$ cat src/rtl/led_pkg.sv
`default_nettype none
// ============================================================================
// Module : led_pkg
// Brief  : Shared LED demo types and constants (modes, direction, polarity).
// Rev    : 1.0 - initial release
// ============================================================================
package led_pkg;

  typedef enum logic [1:0] {
    LED_MODE_SHL    = 2'b00,
    LED_MODE_SHR    = 2'b01,
    LED_MODE_BOUNCE = 2'b10,
    LED_MODE_FILL   = 2'b11
  } led_mode_e;

  typedef enum logic {
    DIR_UP   = 1'b0,
    DIR_DOWN = 1'b1
  } led_dir_e;

  localparam logic LED_ON   = 1'b0;
  localparam int   SYS_FREQ = 12_000_000;

endpackage
`default_nettype wire

$ cat src/rtl/led_step_timer.sv
`default_nettype none
// ============================================================================
// Module : led_step_timer
// Brief  : Prescaler counting 0..STEP_CYCLES-1 while running; otick on wrap.
// Rev    : 1.0 - initial release
// ============================================================================
module led_step_timer #(
  parameter int STEP_CYCLES = 12_000_000
) (
  input  logic iclk,
  input  logic irst_n,
  input  logic irun,
  input  logic iclr,
  output logic otick
);

  localparam int            CW     = (STEP_CYCLES > 1) ? $clog2(STEP_CYCLES) : 1;
  localparam logic [CW-1:0] c_LAST = CW'(STEP_CYCLES - 1);

  logic [CW-1:0] r_cnt;

  assign otick = irun && (r_cnt == c_LAST);

  // A clear overrides a coincident tick so the new interval starts from zero.
  always_ff @(posedge iclk or negedge irst_n) begin
    if (!irst_n) begin
      r_cnt <= '0;
    end else if (iclr) begin
      r_cnt <= '0;
    end else if (otick) begin
      r_cnt <= '0;
    end else if (irun) begin
      r_cnt <= r_cnt + CW'(1);
    end
  end

endmodule
`default_nettype wire

$ cat src/rtl/led_pattern_fsm.sv
`default_nettype none
// ============================================================================
// Module : led_pattern_fsm
// Brief  : N-LED active-low animation generator (shift L/R, bounce, bar-fill).
// Rev    : 1.0 - initial release
// ============================================================================
module led_pattern_fsm
  import led_pkg::*;
#(
  parameter int LED_NUM     = 8,
  parameter int STEP_CYCLES = SYS_FREQ
) (
  input  logic                         iclk,
  input  logic                         irst_n,
  input  logic                         irun,
  input  logic [1:0]                   ivmode,
  output logic [LED_NUM-1:0]           owvled,
  output logic                         owstep,
  output logic [$clog2(LED_NUM+1)-1:0] owvpos
);

  localparam int            PW        = $clog2(LED_NUM + 1);
  localparam logic [PW-1:0] c_LAST    = PW'(LED_NUM - 1);
  localparam logic [PW-1:0] c_PENULT  = PW'(LED_NUM - 2);
  localparam logic [PW-1:0] c_FULL    = PW'(LED_NUM);

  function automatic logic [LED_NUM-1:0] led_decode(input led_mode_e m,
                                                    input logic [PW-1:0] p);
    logic [LED_NUM-1:0] v;
    logic               lit;
    logic [31:0]        pp;
    v  = '1;
    pp = 32'(p);
    for (int i = 0; i < LED_NUM; i++) begin
      lit = 1'b0;
      case (m)
        LED_MODE_SHL:    lit = (32'(i) == pp);
        LED_MODE_SHR:    lit = (32'(LED_NUM - 1 - i) == pp);
        LED_MODE_BOUNCE: lit = (32'(i) == pp);
        LED_MODE_FILL:   lit = (32'(i) < pp);
      endcase
      v[i] = lit ? LED_ON : ~LED_ON;
    end
    return v;
  endfunction

  localparam logic [LED_NUM-1:0] c_RESET_LED = led_decode(LED_MODE_SHL, '0);

  led_mode_e          r_mode, w_mode_nxt;
  led_dir_e           r_dir,  w_dir_nxt;
  logic [PW-1:0]      r_pos,  w_pos_nxt;
  logic [LED_NUM-1:0] w_led_nxt;
  logic               w_restart;
  logic               w_tick;

  assign w_restart = (ivmode != r_mode);

  led_step_timer #(
    .STEP_CYCLES (STEP_CYCLES)
  ) u_timer (
    .iclk   (iclk),
    .irst_n (irst_n),
    .irun   (irun),
    .iclr   (w_restart),
    .otick  (w_tick)
  );

  // Bounce flips direction on arrival at an end so each end is shown once.
  always_comb begin
    w_mode_nxt = r_mode;
    w_dir_nxt  = r_dir;
    w_pos_nxt  = r_pos;
    if (w_restart) begin
      w_mode_nxt = led_mode_e'(ivmode);
      w_dir_nxt  = DIR_UP;
      w_pos_nxt  = '0;
    end else if (w_tick) begin
      case (r_mode)
        LED_MODE_SHL, LED_MODE_SHR: begin
          w_pos_nxt = (r_pos == c_LAST) ? '0 : r_pos + PW'(1);
        end
        LED_MODE_BOUNCE: begin
          if (r_dir == DIR_UP) begin
            w_pos_nxt = r_pos + PW'(1);
            if (r_pos == c_PENULT) w_dir_nxt = DIR_DOWN;
          end else begin
            w_pos_nxt = r_pos - PW'(1);
            if (r_pos == PW'(1)) w_dir_nxt = DIR_UP;
          end
        end
        LED_MODE_FILL: begin
          w_pos_nxt = (r_pos == c_FULL) ? '0 : r_pos + PW'(1);
        end
      endcase
    end
    w_led_nxt = led_decode(w_mode_nxt, w_pos_nxt);
  end

  always_ff @(posedge iclk or negedge irst_n) begin
    if (!irst_n) begin
      r_mode <= LED_MODE_SHL;
      r_dir  <= DIR_UP;
      r_pos  <= '0;
      owvled <= c_RESET_LED;
      owstep <= 1'b0;
    end else begin
      r_mode <= w_mode_nxt;
      r_dir  <= w_dir_nxt;
      r_pos  <= w_pos_nxt;
      owvled <= w_led_nxt;
      owstep <= w_tick && !w_restart;
    end
  end

  assign owvpos = r_pos;

endmodule
`default_nettype wire

$ cat config.mk
export PLATFORM = sky130hd
export DESIGN_NAME = led_pattern_fsm
export DESIGN_NICKNAME = d
export VERILOG_FILES = /design/src/rtl/led_pkg.sv /design/src/rtl/led_step_timer.sv /design/src/rtl/led_pattern_fsm.sv
export SDC_FILE = /design/constraint.sdc
export NUM_CORES = 1
export LEC_CHECK = 0
export BUFFER_PORTS_ARGS = -buffer_cell sky130_fd_sc_hd__buf_2
export CAP_MARGIN = 20
export CORE_UTILIZATION = 45
export DETAILED_ROUTE_END_ITERATION = 12
export GPL_ROUTABILITY_DRIVEN = 0
export HOLD_SLACK_MARGIN = 0.12
export PLACE_DENSITY = 0.69
export SYNTH_ARGS = -nofsm -noshare
export SYNTH_HDL_FRONTEND = slang
export SYNTH_SLANG_ARGS = --single-unit
$ cat constraint.sdc
create_clock -name iclk -period 5.1 [get_ports iclk]
set_clock_uncertainty 0.2 [all_clocks]
set_input_delay 0.765 -clock iclk [delete_from_list [all_inputs] [get_ports iclk]]
set_output_delay 0.765 -clock iclk [all_outputs]
set_load 0.05 [all_outputs]
# Yosys cells after proc, flatten, opt, wreduce, memory -nomap -nowiden
# Index checks and enable logic that the tools add are counted.
dict set report classes {
  reduce_logical 12
  n_eq_ne 19
  mux 32
  n_addsub 3
  order_cmp 8
}
# cell count
set ops {}
lappend ops {{$mux 24} 3}
lappend ops {{$add 24x1->24 const B} 1}
lappend ops {{$eq 24x24->1 const B} 1}
lappend ops {{$pmux 1 s3} 8}
lappend ops {{$mux 4} 5}
lappend ops {{$eq 3x4->1 const A} 4}
lappend ops {{$lt 3x4->1 const A} 4}
lappend ops {{$mux 1} 14}
lappend ops {{$pmux 4 s3} 1}
lappend ops {{$eq 2x2->1 const B} 4}
lappend ops {{$eq 2x4->1 const A} 2}
lappend ops {{$eq 4x3->1 const B} 2}
lappend ops {{$lt 1x4->1 const A} 2}
lappend ops {{$lt 2x4->1 const A} 2}
lappend ops {{$add 4x1->4 const B} 1}
lappend ops {{$eq 1x4->1 const A} 1}
lappend ops {{$eq 2x1->1 const B} 2}
lappend ops {{$eq 4x1->1 const B} 1}
lappend ops {{$eq 4x4->1 const B} 1}
lappend ops {{$logic_not 2->1} 2}
lappend ops {{$logic_not 4->1} 1}
lappend ops {{$reduce_bool 2->1} 2}
lappend ops {{$reduce_or 2->1} 2}
lappend ops {{$sub 4x1->4 const B} 1}
lappend ops {{6 further kinds} 7}
dict set report word_totals {
  elab_cells 80
  out_inout_bits 13
  input_bits 5
  regBits 40
}

# Longest topological paths before layout
# Gate-level depths: netlist of run 1.
dict set report depth {
  word_depth 8
  ltp_mapped 10
  ltp_nobuf 9
}

# By module
# A second synthesis of run 1 with hierarchy kept.
dict set report unflattened {
  hier_cells 259
  hier_area_um2 2447.3
}
# module seq_area_each_um2 instances area_per_inst_um2 cells_per_inst
set modules_own_cells {}
lappend modules_own_cells {led_step_timer 600.6 1 1352.5 147}
lappend modules_own_cells {led_pattern_fsm 409.1 1 1094.8 112}

# Least setup slack after synthesis of run 1
# Ideal clock, no wire load.
dict set report synth_timing {
  kind {register -> register}
  startpoint {register r_pos[0], in the netlist owvpos[0]}
  endpoint {register owvled[0]}
  path_stages_with_launch 11
  synth_period_minus_slack_ps 2681
  path_slack_ps 2419
  required_time_ps 4806
  arrival_time_ps 2388
  setup_ps 94
  n_path_buf 1
  path_cell_list {dfrtp_1 -> inv_1 -> ha_1 -> nand4b_1 -> nor2_1 -> o311a_1 -> o22ai_2 -> buf_4 -> nand3b_1 -> nand2_1 -> a221oi_2}
}
dict set report synth_between {
  elab_chain_len 8
  elab_cells_between_ends 15
  cone_classes {add/sub (2); order compare (1); eq/ne (3); mux (8); reduce/logical (1)}
}
# item line_no
set synth_lines {}
lappend synth_lines {{start, declared} led_pattern_fsm.sv:51} ;# logic [PW-1:0] r_pos, w_pos_nxt;
lappend synth_lines {{start signal, assigned} led_pattern_fsm.sv:109} ;# r_pos <= w_pos_nxt;
lappend synth_lines {{$add 4x1->4 (tied with other cells)} {led_pattern_fsm.sv:80, led_pattern_fsm.sv:84, led_pattern_fsm.sv:92}}
lappend synth_lines {{$mux 4 (on tied branches)} {led_pattern_fsm.sv:92, led_pattern_fsm.sv:80, led_pattern_fsm.sv:83}}
lappend synth_lines {{$pmux 4 s3 (*)} led_pattern_fsm.sv:78} ;# case (r_mode)
lappend synth_lines {{$mux 4 (*)} led_pattern_fsm.sv:77} ;# end else if (w_tick) begin
lappend synth_lines {{$mux 4 (*)} led_pattern_fsm.sv:73} ;# if (w_restart) begin
lappend synth_lines {{via w_pos_nxt[3]} led_pattern_fsm.sv:51}
lappend synth_lines {{$lt 1x4->1 (tied with other cells)} led_pattern_fsm.sv:40} ;# LED_MODE_FILL: lit = (32'(i) < pp);
lappend synth_lines {{$pmux 1 s3 (*)} led_pattern_fsm.sv:36} ;# case (m)
lappend synth_lines {{$mux 1 (*)} led_pattern_fsm.sv:42} ;# v[i] = lit ? LED_ON : ~LED_ON;
lappend synth_lines {{via w_led_nxt[0]} led_pattern_fsm.sv:52} ;# logic [LED_NUM-1:0] w_led_nxt;
lappend synth_lines {{end signal, assigned} led_pattern_fsm.sv:104} ;# owvled <= c_RESET_LED;
lappend synth_lines {{end signal, assigned} led_pattern_fsm.sv:110} ;# owvled <= w_led_nxt;
lappend synth_lines {{end, declared} led_pattern_fsm.sv:17} ;# output logic [LED_NUM-1:0] owvled,
# Mark *: on every way through the listed nets, which the timed path passes. The rest lies on a longest branch.
# A chain may end at the register's enable or synchronous reset.

# Worst setup path in the final report of run 1
dict set report layout_timing {
  startpoint {register u_timer.r_cnt[15]}
  endpoint {register owvled[5]}
}
dict set report layout_between {
  elab_chain_len 7
  elab_cells_between_ends 9
  cone_classes {order compare (1); eq/ne (3); mux (4); reduce/logical (1)}
}
# item line_no
set layout_lines {}
lappend layout_lines {{start, declared} led_step_timer.sv:20} ;# logic [CW-1:0] r_cnt;
lappend layout_lines {{start signal, assigned} led_step_timer.sv:33} ;# r_cnt <= r_cnt + CW'(1);
lappend layout_lines {{$eq 24x24->1 (*)} led_step_timer.sv:22} ;# assign otick = irun && (r_cnt == c_LAST);
lappend layout_lines {{$logic_and 1x1->1 (*)} led_step_timer.sv:22}
lappend layout_lines {{$mux 4 (*)} led_pattern_fsm.sv:77}
lappend layout_lines {{$mux 4 (*)} led_pattern_fsm.sv:73}
lappend layout_lines {{$lt 3x4->1 (tied with other cells)} led_pattern_fsm.sv:40}
lappend layout_lines {{$pmux 1 s3 (*)} led_pattern_fsm.sv:36}
lappend layout_lines {{$mux 1 (*)} led_pattern_fsm.sv:42}
lappend layout_lines {{via w_led_nxt[5]} led_pattern_fsm.sv:52}
# Marks and branches as above.

==> impl_summary.txt, run 1 <==
----------------------------------------------------
[Worst setup path]
  Crit-path max FO ... 11
  Signal arrival time at the worst endpoint ... approximately 3.1 ns
  Number of cells on the critical path ... 7
  Worst path slowest cell ... o41ai_2
  Critical path required time ... around 5.1 ns
  Type of element launching the critical path ... flop
  Top delay family on crit path ... simple AND/OR/NAND/NOR gates
  Buffer and inverter count on the worst path ... 0
  Crit path kind ... reg2reg
  Worst setup EP type ... flop
  Worst stage delay on the critical path ... 0.84 ns
  Reg2reg path depth ... 7
  Cells traversed along the worst timing path ... nand4bb_1 > nor4_4 > nand2_4 > o41ai_2 > nor3b_2 > nand2_1 > o211a_1

[Hold path]
  Type of the tightest min-delay check ... reg2reg
  Hold Path Stages ... 2

[Synthesis]
  Syn Nets ... 261
  Warning count from the yosys run ... 0
  Sequential area share after synthesis ... 42.12%
  Count of flip-flops with a built-in enable after synthesis ... 0
  Mapped cell area ... 2397 µm²
  Leading area contributor after synthesis ... dfrtp_1
  Async set-or-reset flop fraction in the synthesized netlist ... 100.0%
  Yosys top cell area share ... 34.45%
  Post-Syn Instances ... 251
  Synth unique cells ... 59
  Dominant cells by area after synthesis ... dfrtp_1 (34%), dfstp_2 (7.7%), nor2_1 (6.6%)
  Dominant register cell in the synthesized netlist ... dfrtp_1
  Register bit total from synthesis ... 40
  Mean Syn Cell Area ... 9.551 µm²

[Clocking]
  TritonCTS clock tree ... yes
  Clock latency at the later pin of the worst-skew pair ... 0.29 ns
  Resized cells post-CTS ... 0
  Quantity of hold-fixing buffers added after cts ... 0
  Clock transition at the register clock pins on the worst setup and hold paths after CTS ... 0.08 ns
  Setup Fix Bufs, Post-CTS ... 0
  Depth of the CTS H-tree ... 2
  Num Clock Sinks ... 40
  Buffer depth of the longest clock path ... 2
  Total CTS buffers ... 5
  Clock root buffer master ... clkbuf_8

[STA]
  Worst slew margin relative to its limit ... 36.14%
  Unrepaired setup endpoints after global routing ... no
  Final Hold Vio Count ... 0
  Final setup violation count ... 0
  Max Transition Viols Final ... 0
  Slew @ Worst Pin ... roughly 0.95 ns
  Timing-limited maximum frequency ... 0.3256 GHz
  Shortest period the worst path allows ... 3.071 ns
  Post-route clock period utilization ... 60.22%
  Setup_tns ... 0 ns

[Final layout]
  Share of the core filled with cells ... 51.25%
  Top library cells by usage in the layout, fill and taps aside ... nor2_1 (42), dfrtp_1 (33), nand2_1 (20)
  Net total in the final layout ... 279
  Leading cell type in the layout, fill and taps excluded ... nor2_1
  Count of fill cells added during filler insertion ... 491
  Final non-filler cell area ... 2618 µm²
  Area delta synth->final ... 9.186%
  Antenna diode count ... 0
  Layout cells sized above 1 ... between 10% and 20%

[Floorplan]
  Die Footprint ... 5624 µm²
  Core Rows ... 26
  Number of top-level pins ... 18
  Core outline area ... 5107 µm²
  Horizontal extent of the die ... 74.99 µm
  Initial cell density of the core ... 46.94%
  Die Y ... 74.99 µm

[Placement]
  Total placed instance area ... 2536 µm²
  Port Buf Inserts ... 17
  Placed wire-length estimate ... 3435 µm

[GRT]
  Pin count of the biggest net entering global routing ... 41
  Number of global-route vias before repair ... 1648
  Antenna violations before repair ... 0
  First-pass GRT wire length ... between 7000 and 8000 µm
  Total global-route track usage ... 17.97%
  Overflow after GRT ... 0

[Route]
  Sum of routed wire length over all layers ... roughly 4700 µm
  DR vias ... 1857
  Average detailed-routed wire length per instance ... 13.80 µm
  Antenna-violating nets left ... 0
  Via density per instance ... 5.462
  Number of design rule violations left after detail routing ... 0
  TritonRoute pass-1 iters ... 4
  Iteration-0 DRC Markers ... 95

[Run status]
  Result of the run ... finished, final reports clean

[Pwr]
  Highest ir drop seen on vdd ... 0.1141 mV
  Power density of the placed cells ... between 200 and 250 nW/µm²
  Leakage power of the design ... slightly above 1 nW

[Flow run]
  Number of max-cap violations ... 0

----------------------------------------------------
worst register-to-register path: cells and delay by family (launching register included):
family,cells,cell delay [ns]
flip-flops,1,0.40
AO/OA/AOI/OAI,2,1.01
AND/OR/NAND/NOR,5,1.39
power breakdown:
part / internal, mW / switching (mW) / total (mW)
Clock: 0.0960 / 0.104 / 0.200
Sequential: 0.320 / 0.00238 / 0.322
Combinational: 0.00693 / 0.0272 / 0.0341
stage by stage:
| stage | power, mW | hold WS (ns) | setup WS (ns) | std cells |
|---|---|---|---|---|
| 2_1_floorplan | 0.3485 | 0.2694 | 2.419 | 251 |
| 3_3_place_gp | 0.3631 | 0.3578 | 1.820 | 332 |
| 3_5_place_dp | 0.3632 | 0.3576 | 1.744 | 332 |
| 4_1_cts | 0.5687 | 0.3713 | 2.036 | 340 |
| 5_1_grt | 0.5811 | 0.4008 | 1.803 | 340 |
| 6_report | 0.5563 | 0.3766 | 2.029 | 340 |
layer usage:
layer	GRT usage [%]	up-vias	routed length, µm
met5	0	-	0
met4	5.660	0	82
met3	3.213	7	99
met2	28.83	20	2190
met1	24.75	900	2321
li1	-	930	-
registers in the layout, indices dropped and copies added, names as in the netlist:
signal / cells
owstep: 1
owvled: 8
owvpos: 4
r_dir: 1
r_mode: 2
u_timer.r_cnt: 24
synthesized netlist by cell type, drive strengths merged (5+ instances only):
library cell,n
nor2,42
dfrtp,33
nand2,21
xnor2,16
inv,12
nand3,10
a21oi,9
nand4,8
o21ai,8
or3,8
dfstp,7
nor3,6
ha,5
xor2,5
final cells by class:
cell class              instances  area, µm²  area share, %
multi-input cells             193       1309          50.00
clock inverters                 1      5.005         0.1912
clock buffers                   7      76.32          2.916
repair buffers                 17      85.08          3.250
well taps                      70      87.58          3.346
flip-flops and latches         40       1010          38.58
inverters                      12      45.04          1.721
cell families after synthesis:
logic type	count (synthesis)	synth area share (%)
xor gates and xnor gates	21	7.672
adders and majority gates	5	2.610
buffers and inverters	18	3.288
DFF	40	42.12
muxes	3	1.774
AOI/OAI and AO/OA	38	12.89
and+or+nand+nor	126	29.65
final timing paths:
check	from	end	slack (ns)
max in group asynchronous	irst_n	u_timer.r_cnt[7]	3.74
hold / removal	u_timer.r_cnt[1]	u_timer.r_cnt[1]	0.38
setup reg to reg	u_timer.r_cnt[15]	owvled[5]	2.03
setup / recovery	u_timer.r_cnt[15]	owvled[5]	2.03
min in group asynchronous	irst_n	owvpos[2]	0.39
hold reg to reg	u_timer.r_cnt[1]	u_timer.r_cnt[1]	0.38
(Power assumes the default switching activity.)
==> inputs of run 2 (changes only) <==
--- a/config.mk
+++ b/config.mk
@@ -5,13 +5,14 @@
 export SDC_FILE = /design/constraint.sdc
 export NUM_CORES = 1
 export LEC_CHECK = 0
+export ABC_AREA = 1
 export BUFFER_PORTS_ARGS = -buffer_cell sky130_fd_sc_hd__buf_2
 export CAP_MARGIN = 20
 export CORE_UTILIZATION = 45
 export DETAILED_ROUTE_END_ITERATION = 12
 export GPL_ROUTABILITY_DRIVEN = 0
 export HOLD_SLACK_MARGIN = 0.12
-export PLACE_DENSITY = 0.69
+export PLACE_DENSITY = 0.71
 export SYNTH_ARGS = -nofsm -noshare
 export SYNTH_HDL_FRONTEND = slang
 export SYNTH_SLANG_ARGS = --single-unit
==> constraint.sdc (replaced) <==
create_clock -name iclk -period 2.8 [get_ports iclk]
set_clock_uncertainty 0.2 [all_clocks]
set_input_delay 0.42 -clock iclk [delete_from_list [all_inputs] [get_ports iclk]]
set_output_delay 0.42 -clock iclk [all_outputs]
set_load 0.05 [all_outputs]
==> run 2 against run 1 <==
Against the previous run:
- global-route usage is 2.6 points higher
- via count is 28% higher
- cell count is 36% higher
- largest cell class unchanged
- routed wire length rose by 23%
- first-iteration DRC count grew to 2.8 times the previous value
- non-clock buffer count rose by 4
==> impl_summary.txt, run 2 <==
----------------------------------------------------
[Run status]
  Result of the run ... finished, final reports clean

[Worst setup path]
  Reg2Reg Capture Point ... owvled[0]
  Crit-path max FO ... 14 (+3)
  Signal arrival time at the worst endpoint ... 2.53 ns (-0.55 ns)
  Crit path kind ... in2reg
  Worst stage delay on the critical path ... 0.53 ns (-0.31 ns)
  Crit Reg-Reg Startpoint ... owvpos[0]
  Most used cell, CP ... inv_1
  Worst path slowest cell ... dlygate4sd3_1
  Cells traversed along the worst timing path ... dlygate4sd3_1 > buf_2 > xor2_1 > nor2_2 > nand2_4 > inv_1 > nand2_1 > o21ai_0 > inv_1 > a2bb2oi_1
  Minimum setup slack among reg-to-reg paths ... 0.54 ns (-1.49 ns)
  Type of element launching the critical path ... primary input
  Worst setup EP type ... flop
  Reg2reg path depth ... 12 (+5)
  Critical path required time ... 2.82 ns (-2.29 ns)

[Floorplan]
  Horizontal extent of the die ... 79.48 µm (+6.0%)
  Die Footprint ... 6317 µm² (+12%)
  Core outline area ... 5642 µm² (+10%)
  Die Y ... 79.48 µm (+6.0%)
  Initial cell density of the core ... 47.88% (+0.94 points)
  Number of top-level pins ... 18 (unchanged)
  Core Rows ... 27 (+3.8%)

[GRT]
  Total global-route track usage ... 20.54% (+2.6 points)
  Met1 GRT Util ... 27.33% (+2.6 points)
  Met3 track utilization from global routing ... 4.000% (+0.79 points)
  Met2 layer usage reported by global route ... 32.22% (+3.4 points)
  First-pass GRT wire length ... 10070 µm (+33%)
  Pin count of the biggest net entering global routing ... 41 (unchanged)
  Layer carrying the most global-route usage ... met2
  Antenna violations before repair ... 0 (unchanged)
  Overflow after GRT ... 0 (unchanged)
  Number of global-route vias before repair ... 2196 (+33%)

[Placement]
  Port Buf Inserts ... 17 (unchanged)
  Placed wire-length estimate ... 4385 µm (+28%)

[STA]
  Max Transition Viols Final ... 0 (unchanged)
  Setup_tns ... 0 ns (unchanged)
  Slew @ Worst Pin ... 0.8660 ns (-0.08149 ns)
  Unrepaired setup endpoints after global routing ... no
  Post-route clock period utilization ... 89.72%
  Final setup violation count ... 0 (unchanged)
  Shortest period the worst path allows ... 2.512 ns
  Worst slew margin relative to its limit ... 42.27% (+6.1 points)
  Timing-limited maximum frequency ... 0.3981 GHz
  Final Hold Vio Count ... 0 (unchanged)

[Clocking]
  Quantity of hold-fixing buffers added after cts ... 3 (+3)
  Clock transition at the register clock pins on the worst setup and hold paths after CTS ... 0.08 ns (about the same)
  Setup Fix Bufs, Post-CTS ... 0 (unchanged)
  Buffer depth of the longest clock path ... 2 (unchanged)
  Num Clock Sinks ... 40 (unchanged)
  Depth of the CTS H-tree ... 2 (unchanged)
  Resized cells post-CTS ... 0 (unchanged)
  Clock latency at the later pin of the worst-skew pair ... 0.29 ns (about the same)
  Total CTS buffers ... 5 (unchanged)
  TritonCTS clock tree ... yes
  Clock root buffer master ... clkbuf_8

[Pwr]
  Power density of the placed cells ... 379.3 nW/µm² (+78%)
  Highest ir drop seen on vdd ... 0.1912 mV (+68%)
  Leakage power of the design ... 1.377 nW (+34%)
  Post-layout power ... 1.124 mW (+100%)

[Route]
  Antenna-violating nets left ... 0 (unchanged)
  Average detailed-routed wire length per instance ... 12.54 µm (-9.1%)
  Via density per instance ... 5.165 (-5.4%)
  Iteration-0 DRC Markers ... 265 (+180%)
  TritonRoute pass-1 iters ... 5 (+1)
  Number of design rule violations left after detail routing ... 0 (unchanged)
  Sum of routed wire length over all layers ... 5794 µm (+23%)
  DR vias ... 2386 (+28%)

[Hold path]
  Hold Path Stages ... 3 (+1)
  Launch point of the worst hold path ... irun
  Type of the tightest min-delay check ... in2reg
  Endpoint with the worst hold slack ... u_timer.r_cnt[1]

[Synthesis]
  Register bit total from synthesis ... 40 (unchanged)
  Post-Syn Instances ... 367 (+46%)
  Synth unique cells ... 36 (-39%)
  Share of cell area taken by muxes after synthesis ... 0% (-1.8 points)
  Async set-or-reset flop fraction in the synthesized netlist ... 100.0% (unchanged)
  Dominant cells by area after synthesis ... dfrtp_1 (31%), nand2_1 (12%), dfstp_2 (6.8%)
  Simple logic cell fraction of the synthesized area ... 42.01% (+12 points)
  Syn Nets ... 377 (+44%)
  Yosys top cell area share ... 30.57% (-3.9 points)
  Dominant combinational cell family by area after synthesis ... simple AND/OR/NAND/NOR gates
  Leading area contributor after synthesis ... dfrtp_1
  Cell with the most instances after synthesis ... nand2_1
  Count of flip-flops with a built-in enable after synthesis ... 0 (unchanged)
  Sequential area share after synthesis ... 37.38% (-4.7 points)
  Leading cell types by count after synthesis ... nand2_1 (88), nor2_1 (41), nand3_1 (35)
  Mean Syn Cell Area ... 7.361 µm² (-23%)
  Fraction of the mapped netlist area in compound gates ... 8.430% (-4.5 points)
  Dominant register cell in the synthesized netlist ... dfrtp_1
  Warning count from the yosys run ... 0 (unchanged)
  Arithmetic-cell share of the synthesized area counting full adders, half adders and majority gates ... 2.316% (-0.29 points)
  Post-Synth XOR/XNOR Area ... 0.9727% (-6.7 points)
  Mapped cell area ... 2701 µm² (+13%)

[Final layout]
  Area delta synth->final ... 9.727%
  Layout cells sized above 1 ... 23.08% (+4.2 points)
  Antenna diode count ... 0 (unchanged)
  Top library cells by usage in the layout, fill and taps aside ... nand2_1 (88), nor2_1 (41), nand3_1 (35)
  Net total in the final layout ... 399 (+43%)
  Flip-flop count of the largest register after layout ... 24 (unchanged)
  Register with the highest flop count ... u_timer.r_cnt
  Leading cell type in the layout, fill and taps excluded ... nand2_1

[Flow run]
  Number of max-cap violations ... 0 (unchanged)

----------------------------------------------------
run 2: through the flow:
stage               instance area, µm²  worst slack, ns  hold slack [ns]  utilization [%]  instances
floorplan                         2701           0.4871         -0.07559                -        367
global placement                  2844           0.5969           0.2954            50.41        451
detailed placement                2844           0.5253           0.3071            50.41        451
CTS                               2964           0.2882           0.2085            52.54        462
global route                      2964          0.05455           0.2286            52.54        462
finish                            2964           0.2879           0.2198            52.54        462
run 2: layout make-up:
cell class              count  area (µm²)
inverters                  52       200.2
fillers                   528        2678
flip-flops and latches     40        1010
repair buffers             21       122.6
clock buffers               8       90.09
well taps                  72       90.09
multi-input cells         269        1451
run 2: cells by family (layout without fill, tap and decap cells):
kind of cell | Yosys count | count (layout)
fa+ha+maj | 5 | 5
buf+inv | 58 | 81
compound gates | 40 | 40
xor+xnor | 3 | 3
simple gates | 221 | 221
flops | 40 | 40
run 2: worst max-delay path, delay by kind of cell:
kind / cells / cell delay (ns)
and+or+nand+nor: 3 / 0.66
buffers and inverters: 4 / 1.08
AOI/OAI and AO/OA: 2 / 0.21
xor gates and xnor gates: 1 / 0.14
run 2: routing by layer:
metal	vias to the layer above	share of wire, %
met5	-	0
met1	1099	47
li1	1220	-
met3	11	3.8
met4	0	1.9
met2	56	47
run 2: report_power, final:
group          leakage [nW]  internal, mW  switching, mW
sequential            0.528         0.593        0.00503
clock                0.0455         0.201          0.201
combinational         0.804        0.0291         0.0948
run 2: worst max-delay path by stage:
stage	from	endpoint	slack, ns
global placement	owvpos[0]	owvled[0]	0.60
CTS	ivmode[1]	u_timer.r_cnt[19]	0.29
detailed placement	ivmode[1]	u_timer.r_cnt[19]	0.53
floorplan	owvpos[0]	owvled[0]	0.49
finish	ivmode[1]	u_timer.r_cnt[11]	0.29
global route	ivmode[0]	u_timer.r_cnt[9]	0.05
==> inputs of run 3 (changes only) <==
--- a/config.mk
+++ b/config.mk
@@ -6,7 +6,7 @@
 export NUM_CORES = 1
 export LEC_CHECK = 0
 export ABC_AREA = 1
-export BUFFER_PORTS_ARGS = -buffer_cell sky130_fd_sc_hd__buf_2
+export BUFFER_PORTS_ARGS = -buffer_cell sky130_fd_sc_hd__buf_4
 export CAP_MARGIN = 20
 export CORE_UTILIZATION = 45
 export DETAILED_ROUTE_END_ITERATION = 12
==> run 3 against run 2 <==
Against the previous run:
- routed wire length increased by 2.8%
- critical path depth stayed put
- via count rose by 0.84%
- global-route usage up 0.73 points
- fmax is 4.0% lower
- final area up 3.8%
- core utilization increased by 2.0 points
- clock power rose by 65%
- combinational power up 6%
- critical path type unchanged
- largest cell class unchanged
==> impl_summary.txt, run 3 (synthesized netlist as in run 2, its figures left out) <==
----------------------------------------------------
[Pwr]
  Power density of the placed cells ... 452.6 nW/µm² (+19%)
  Highest ir drop seen on vdd ... 0.3818 mV (+100%)
  Leakage power of the design ... 1.423 nW (+3.3%)

[Route]
  Number of design rule violations left after detail routing ... 0 (unchanged)
  DR vias ... 2406 (+0.84%)
  TritonRoute pass-1 iters ... 4 (-1)
  Average detailed-routed wire length per instance ... 12.89 µm (+2.8%)
  Antenna-violating nets left ... 0 (unchanged)
  Sum of routed wire length over all layers ... 5954 µm (+2.8%)
  Via density per instance ... 5.208 (+0.84%)
  Iteration-0 DRC Markers ... 142 (-46%)

[Worst setup path]
  First element of the critical path ... ivmode[1]
  Minimum setup slack among reg-to-reg paths ... 0.49 ns (-0.05 ns)
  Crit-path max FO ... 14 (unchanged)
  Crit Reg-Reg Startpoint ... r_mode[1]
  Crit path kind ... in2reg
  Worst stage delay on the critical path ... 0.53 ns (about the same)
  Cells traversed along the worst timing path ... dlygate4sd3_1 > buf_4 > xor2_1 > nor2_2 > nand2_4 > inv_1 > nand2_1 > o21ai_0 > inv_1 > a2bb2oi_1
  Type of element launching the critical path ... primary input
  Reg2Reg Capture Point ... u_timer.r_cnt[11]
  Number of cells on the critical path ... 10 (unchanged)
  Most used cell, CP ... inv_1
  Crit path capture ... u_timer.r_cnt[11]
  Buffer and inverter count on the worst path ... 4 (unchanged)
  Worst setup EP type ... flop
  Top delay family on crit path ... buffers and inverters
  Critical path required time ... 2.82 ns (about the same)
  Signal arrival time at the worst endpoint ... 2.64 ns (+0.11 ns)
  Reg2reg path depth ... 8 (-4)
  Worst path slowest cell ... dlygate4sd3_1

[STA]
  Final setup violation count ... 0 (unchanged)
  Timing-limited maximum frequency ... 0.3820 GHz (-4.0%)
  Post-route clock period utilization ... 93.50% (+3.8 points)
  Setup_tns ... 0 ns (unchanged)
  Unrepaired setup endpoints after global routing ... no
  Final Hold Vio Count ... 0 (unchanged)
  Worst slew margin relative to its limit ... 64.87% (+23 points)
  Slew @ Worst Pin ... 0.5249 ns (-0.3411 ns)
  Worst path setup slack after routing ... 0.1820 ns (-0.1059 ns)
  Shortest period the worst path allows ... 2.618 ns (+0.1059 ns)
  Max Transition Viols Final ... 0 (unchanged)

[Clocking]
  Quantity of hold-fixing buffers added after cts ... 3 (unchanged)
  Setup Fix Bufs, Post-CTS ... 0 (unchanged)
  Clock transition at the register clock pins on the worst setup and hold paths after CTS ... 0.08 ns (about the same)
  TritonCTS clock tree ... yes
  Num Clock Sinks ... 40 (unchanged)
  Resized cells post-CTS ... 0 (unchanged)
  Buffer depth of the longest clock path ... 2 (unchanged)
  Clock root buffer master ... clkbuf_8
  Clock latency at the later pin of the worst-skew pair ... 0.30 ns (about the same)
  Depth of the CTS H-tree ... 2 (unchanged)
  Total CTS buffers ... 5 (unchanged)

[Floorplan]
  Horizontal extent of the die ... 79.48 µm (unchanged)
  Initial cell density of the core ... 47.88% (unchanged)
  Core Rows ... 27 (unchanged)
  Number of top-level pins ... 18 (unchanged)
  Die Footprint ... 6317 µm² (unchanged)
  Core outline area ... 5642 µm² (unchanged)
  Die Y ... 79.48 µm (unchanged)

[Placement]
  Pre-CTS setup slack ... 0.4141 ns (-0.1112 ns)
  Cell count after placement ... 451 (unchanged)
  Port Buf Inserts ... 17 (unchanged)
  Placed wire-length estimate ... 4497 µm (+2.6%)

[Final layout]
  Top library cells by usage in the layout, fill and taps aside ... nand2_1 (88), nor2_1 (41), nand3_1 (35)
  Net total in the final layout ... 399 (unchanged)
  Area delta synth->final ... 13.85%
  Leading cell type in the layout, fill and taps excluded ... nand2_1
  Layout cells sized above 1 ... 23.59% (+0.51 points)
  Share of the core filled with cells ... 54.51% (+2.0 points)
  Register with the highest flop count ... u_timer.r_cnt
  Antenna diode count ... 0 (unchanged)
  Non-filler cells in the finished layout ... 462 (unchanged)
  Flip-flop count of the largest register after layout ... 24 (unchanged)

[GRT]
  Pin count of the biggest net entering global routing ... 41 (unchanged)
  Antenna violations before repair ... 0 (unchanged)
  Overflow after GRT ... 0 (unchanged)
  Number of global-route vias before repair ... 2330 (+6.1%)
  Total global-route track usage ... 21.27% (+0.73 points)
  First-pass GRT wire length ... 10340 µm (+2.7%)

[Flow run]
  Number of max-cap violations ... 0 (unchanged)

[Hold path]
  Type of the tightest min-delay check ... in2reg

[Run status]
  Result of the run ... finished, final reports clean

----------------------------------------------------
run 3: cell types whose count changed in the layout (fill, tap and decap cells not counted), sizes merged:
cell | before | now
clkbuf | 8 | 5
bufinv | 0 | 3
run 3: area by class of cell:
class / count / area (µm²)
Fill cell: 521 / 2566
Multi-Input combinational cell: 269 / 1451
Clock buffer: 5 / 68.82
Clock inverter: 3 / 90.09
Timing Repair Buffer: 21 / 165.2
Inverter: 52 / 200.2
Sequential cell: 40 / 1010
Tap cell: 72 / 90.09
run 3: worst min-delay path, delay by kind of cell:
kind | cells | cell delay [ns]
simple gates | 2 | 0.13
buf+inv | 1 | 0.10
run 3: where the power goes:
group	internal, mW	switching (mW)	total, mW
logic	0.0356	0.0957	0.131
clock network	0.446	0.216	0.662
registers	0.593	0.00583	0.599
run 3: worst min-delay path by stage:
stage	from	endpoint	slack, ns	cells after the start
after global routing	irun	u_timer.r_cnt[1]	0.20	3
final	irun	u_timer.r_cnt[1]	0.19	3
after global placement	irst_n	u_timer.r_cnt[11]	0.23	1
after detailed placement	irst_n	u_timer.r_cnt[11]	0.23	1
after floorplan	irst_n	owstep	-0.08	0
after CTS	irun	u_timer.r_cnt[1]	0.19	3
run 3: layer usage:
layer  global-route usage (%)  vias to the layer above  share of wire (%)
met3                    4.457                       14                3.1
met2                    35.38                       44                 48
met4                    9.818                        0                2.6
met5                        0                        -                  0
met1                    26.18                     1126                 47
li1                         -                     1222                  -
run 3: through the flow:
| step | instance area [µm²] | power [mW] | hold slack, ns |
|---|---|---|---|
| final | 3075 | 1.392 | 0.1872 |
| after floorplan | 2701 | 0.7000 | -0.07559 |
| after CTS | 3075 | 1.400 | 0.1907 |
| after global placement | 2887 | 0.7365 | 0.2265 |
| after global routing | 3075 | 1.442 | 0.2041 |
| after detailed placement | 2887 | 0.7387 | 0.2322 |
